File: src/rtl/sort_pkg.sv
// Shared encodings and sizes for the sorter result-side logic.
package sort_pkg;

  localparam int SORT_LANES = 4;
  localparam int IDX_W      = 2;
  localparam int FRAME_W    = 8;

  typedef enum logic {
    ST_IDLE = 1'b0,
    ST_SEND = 1'b1
  } state_t;

endpackage

File: src/rtl/sort_drain_rise_det.sv
// 1-bit rising-edge detector; the registered copy resets low so a level
// already high when reset releases is reported as a rise.
module rise_det (
  input  logic clk,
  input  logic rst_n,
  input  logic sig,
  output logic rise
);

  logic sig_q;

  always_ff @(posedge clk or negedge rst_n) begin
    if (!rst_n) sig_q <= 1'b0;
    else        sig_q <= sig;
  end

  assign rise = sig & ~sig_q;

endmodule

File: src/rtl/sort_drain.sv
// Captures a finished sort on done rising and streams the four lanes out
// over valid/ready, flagging unsorted frames and dropped results.
//
// state   | meaning
// ST_IDLE | no frame held, waiting for a done rise
// ST_SEND | frame held, presenting data_buf[idx]
module sort_drain
  import sort_pkg::*;
#(
  parameter int N = 4
) (
  input  logic               clk,
  input  logic               rst_n,
  input  logic [N-1:0]       s0,
  input  logic [N-1:0]       s1,
  input  logic [N-1:0]       s2,
  input  logic [N-1:0]       s3,
  input  logic               done,
  output logic [N-1:0]       out_data,
  output logic               out_valid,
  input  logic               out_ready,
  output logic [IDX_W-1:0]   out_idx,
  output logic               out_last,
  output logic               busy,
  output logic               order_err,
  output logic               overrun,
  output logic [FRAME_W-1:0] frames
);

  localparam logic [IDX_W-1:0] IDX_LAST = IDX_W'(SORT_LANES - 1);

  state_t                     state, state_nx;
  logic [SORT_LANES-1:0][N-1:0] data_buf;
  logic [IDX_W-1:0]           idx;
  logic                       rise;
  logic                       hs;
  logic                       capture;
  logic                       advance;
  logic                       frame_end;
  logic                       drop;
  logic                       in_order;

  rise_det u_rise_det (
    .clk   (clk),
    .rst_n (rst_n),
    .sig   (done),
    .rise  (rise)
  );

  assign in_order = (s0 <= s1) && (s1 <= s2) && (s2 <= s3);
  assign hs       = (state == ST_SEND) && out_ready;

  always_ff @(posedge clk or negedge rst_n) begin
    if (!rst_n) state <= ST_IDLE;
    else        state <= state_nx;
  end

  always_comb begin
    state_nx  = state;
    capture   = 1'b0;
    advance   = 1'b0;
    frame_end = 1'b0;
    drop      = 1'b0;
    case (state)
      ST_IDLE: begin
        if (rise) begin
          capture  = 1'b1;
          state_nx = ST_SEND;
        end
      end
      ST_SEND: begin
        if (hs && (idx == IDX_LAST)) begin
          frame_end = 1'b1;
          // a rise on the final handshake chains straight into the next frame
          if (rise) capture  = 1'b1;
          else      state_nx = ST_IDLE;
        end else begin
          if (hs)   advance = 1'b1;
          if (rise) drop    = 1'b1;
        end
      end
      default: state_nx = ST_IDLE;
    endcase
  end

  always_ff @(posedge clk or negedge rst_n) begin
    if (!rst_n) begin
      data_buf  <= '0;
      idx       <= '0;
      order_err <= 1'b0;
      overrun   <= 1'b0;
      frames    <= '0;
    end else begin
      if (capture) begin
        data_buf  <= {s3, s2, s1, s0};
        idx       <= '0;
        order_err <= ~in_order;
      end else if (advance) begin
        idx <= idx + 1'b1;
      end
      if (frame_end) frames  <= frames + 1'b1;
      if (drop)      overrun <= 1'b1;
    end
  end

  assign out_valid = (state == ST_SEND);
  assign busy      = out_valid;
  assign out_data  = out_valid ? data_buf[idx] : '0;
  assign out_idx   = out_valid ? idx : '0;
  assign out_last  = out_valid && (idx == IDX_LAST);

endmodule
File: config.mk
export PLATFORM = sky130hd
export DESIGN_NAME = sort_drain
export DESIGN_NICKNAME = d
export VERILOG_FILES = /design/src/rtl/sort_pkg.sv /design/src/rtl/sort_drain_rise_det.sv /design/src/rtl/sort_drain.sv
export SDC_FILE = /design/constraint.sdc
export NUM_CORES = 1
export LEC_CHECK = 0
export CORE_ASPECT_RATIO = 1.5
export CORE_MARGIN = 1
export CORE_UTILIZATION = 40
export CTS_CLUSTER_DIAMETER = 120
export DETAILED_ROUTE_END_ITERATION = 8
export PLACE_DENSITY = 0.76
export SLEW_MARGIN = 5
export SYNTH_ARGS = -nofsm -noshare
export SYNTH_HDL_FRONTEND = slang
export SYNTH_SLANG_ARGS = --single-unit
File: constraint.sdc
create_clock -name clk -period 2.1 [get_ports clk]
set_input_delay 0.42 -clock clk [delete_from_list [all_inputs] [get_ports clk]]
set_output_delay 0.42 -clock clk [all_outputs]
set_load 0.05 [all_outputs]
==> impl_metrics.tcl <==
set metrics [dict create \
    clkTransAtPathRegs_ns 0.06 \
    numCtsBuffers 5 \
    max_slew_margin_pct 66.27 \
    grt_pass1_vias 1213 \
    rows 28 \
    place_congestion 0.7639 \
    p_leak_uw 0.0009943 \
    rrSetupSlack_ns 0.34 \
    startpoint "idx[0]$_DFFE_PN0P_" \
    fin_crit_sh_pct 96.69 \
    cp_top_family "multiplexers" \
    drv_cap 0 \
    hold_violations 0 \
    antenna_found_initial 0 \
    cp.arrival_ns 1.61 \
    n_antenna_cell 0 \
    ys_async_sr_fraction_pct 100.0 \
    root_buffer "clkbuf_8" \
    yosys_warnings 0 \
    track_usage_pct 18.36 \
    holdWs_ns 0.4645 \
    endpoint_kind "output pin" \
    regToRegStartpoint "idx[0]$_DFFE_PN0P_" \
    grt_start_max_net_pins 31 \
    synth_top_cells_by_area "dfrtp_1, mux2_2, ha_1, mux4_2, inv_1" \
    die_x_um 54.39 \
    worst_setup_path_start_kind "register" \
    path_depth 3 \
    status "completed" \
    drc 0 \
    insertion_delay_ns 0.29 \
    setup_tns_ns 0 \
    ys_seq_area_share_pct 45.59 \
    firstDrtPassIters 4 \
    die_area_um2 4382 \
    required_ns 1.68 \
    wl_mm 3.305 \
    synth_cells 133 \
    grt_pass1_wl_mm 5.478 \
    drt_iter0_drc 15 \
    synth_top_area_share_pct 45.59 \
    cts.sinks 30 \
    critPathMaxStageDelay_ns 0.51 \
    period_minus_slack_ns 2.031 \
    antenna_left 0 \
    drv_slew 0 \
    fmax_ghz 0.4925 \
    syn_avg_cell_area_um2 12.38 \
    hp-class "reg2reg" \
    num_vias 1153 \
    dp_hpwl_mm 2.546 \
    num_io_pins 39 \
    worstMarginPinSlew_ns 0.5043 \
    synth_edf_count 0 \
    cts_tree "done" \
    path_max_fanout 6 \
    p_per_area_nw_per_um2 1457 \
    syn_area_um2 1647 \
    initial_core_util_pct 41.59 \
    synth_cell_types 30 \
    finClkSkew_ns 0.009058 \
    synth-main-ff-cell "dfrtp_1" \
    r2r_cells 7 \
    syn-num-nets 167 \
    drive_gt1_share_pct 27.68 \
    regToRegEndpoint "order_err$_DFFE_PN0P_" \
    cp_num_buf_inv 1 \
    slowest_stage "mux4_2" \
    htreeDepth 2 \
    yosysTopAreaCell "dfrtp_1" \
    wire_per_inst_um 14.89 \
    synth.ff_latch_count 30 \
    ir_drop_mv 1.047 \
    port_buffers 38 \
    finalPower_uw 3188 \
    dieHeight_um 80.58 \
    core_area_um2 3959 \
    path_cells "mux4_2, and2_1, buf_6" \
    setup_violations 0 \
    ctsLongestPathBuffers 2 \
    overflow 0 \
    via_per_inst 5.194 \
    crit_type "reg2out" \
    finalNetCount 212 \
    crit_path_end "out_data[0]" \
    syn2layout_area_growth_pct 32.83 \
]
==> cells in the mapped netlist, types with 2 or more instances <==
cell,instances
and2_1,7
and4_1,3
mux4_2,4
nand4_1,2
dfrtp_1,30
buf_6,2
nor2b_1,2
xor2_1,3
buf_4,2
nand2_1,4
and3_1,3
xnor2_1,5
inv_1,12
o211ai_1,2
nor2_1,2
nand3_2,2
mux2_2,17
a21oi_1,5
buf_2,2
ha_1,14
==> worst register-to-register path: cells and delay by family (launching register included) <==
kind | cells | cell delay (ns)
AOI/OAI and AO/OA | 3 | 0.55
DFF | 1 | 0.48
adders and majority gates | 1 | 0.18
and+or+nand+nor | 1 | 0.09
buffers and inverters | 2 | 0.33
==> cell type report <==
| cell class | instances | area [um^2] |
|---|---|---|
| clock buffer | 6 | 82.58 |
| fill | 344 | 1772 |
| inverter | 12 | 45.04 |
| multi-input combinational | 85 | 808.3 |
| sequential | 30 | 752.0 |
| tap | 45 | 56.30 |
| timing repair buffer | 44 | 442.9 |
==> where the power goes <==
group          switching, uW  internal [uW]
clock                    197            252
sequential               206            808
combinational            924            800
==> how the worst min path moves through the flow <==
| stage | from | end | slack (ns) | cells after the start |
|---|---|---|---|---|
| 3_5_place_dp | frames[7]$_DFFE_PN0P_ | frames[7]$_DFFE_PN0P_ | 0.46 | 1 |
| 2_1_floorplan | rst_n | busy$_DFF_PN0_ | 0.12 | 0 |
| 4_1_cts | frames[7]$_DFFE_PN0P_ | frames[7]$_DFFE_PN0P_ | 0.47 | 1 |
| 5_1_grt | frames[7]$_DFFE_PN0P_ | frames[7]$_DFFE_PN0P_ | 0.48 | 1 |
| 3_3_place_gp | frames[7]$_DFFE_PN0P_ | frames[7]$_DFFE_PN0P_ | 0.46 | 1 |
| 6_report | frames[7]$_DFFE_PN0P_ | frames[7]$_DFFE_PN0P_ | 0.46 | 1 |
==> sequential cells by signal, summed over array words and instances (netlist names) <==
register          cells
idx                   2
data_buf             16
overrun               1
u_rise_det.sig_q      1
busy                  1
frames                8
order_err             1
==> layer usage <==
metal,vias up,GRT usage [%],routed length (um)
met5,-,0,0
met4,0,10.26,113
met3,7,5.114,146
met2,32,30.73,1733
met1,558,19.83,1312
li1,556,-,-
==> cells by family (layout without fill, tap and decap cells) <==
| logic type | count (synthesis) | in the layout | share of synthesized area, % |
|---|---|---|---|
| flip-flops | 30 | 30 | 45.59 |
| XOR/XNOR | 8 | 8 | 4.255 |
| AND/OR/NAND/NOR | 30 | 30 | 11.85 |
| multiplexers | 22 | 22 | 17.71 |
| buffers and inverters | 18 | 62 | 5.623 |
| adder cells (fa/ha/maj) | 14 | 14 | 10.64 |
| AO/OA/AOI/OAI | 11 | 11 | 4.331 |
==> cells in the final DEF (no fill, tap or decap), types with 2 or more instances in the layout <==
master	count
a21oi_1	5
and2_1	5
and2_4	2
and3_1	3
and4_1	3
buf_12	2
buf_4	9
buf_6	4
clkbuf_8	6
clkdlybuf4s50_1	29
dfrtp_1	29
ha_1	14
inv_1	12
mux2_2	17
mux4_2	4
nand2_1	4
nand3_2	2
nand4_1	2
nor2_1	2
nor2b_1	2
o211ai_1	2
xnor2_1	5
xor2_1	3
==> what timing repair did <==
action	4_1_cts	5_1_grt
gates resized for setup	1	6
hold buffers	0	0
setup endpoints to repair	4	4
buffers inserted	0	2
==> through the flow <==
stage	utilization, %	worst slack [ns]	instance area [um^2]	cells
2_1_floorplan	-	0.3481	1647	133
3_3_place_gp	52.24	0.03184	2068	214
3_5_place_dp	52.24	-0.0007225	2068	214
4_1_cts	54.36	0.006248	2152	220
5_1_grt	55.25	-0.01429	2187	222
6_report	55.25	0.06944	2187	222
Power figures use the tool's default switching activity.
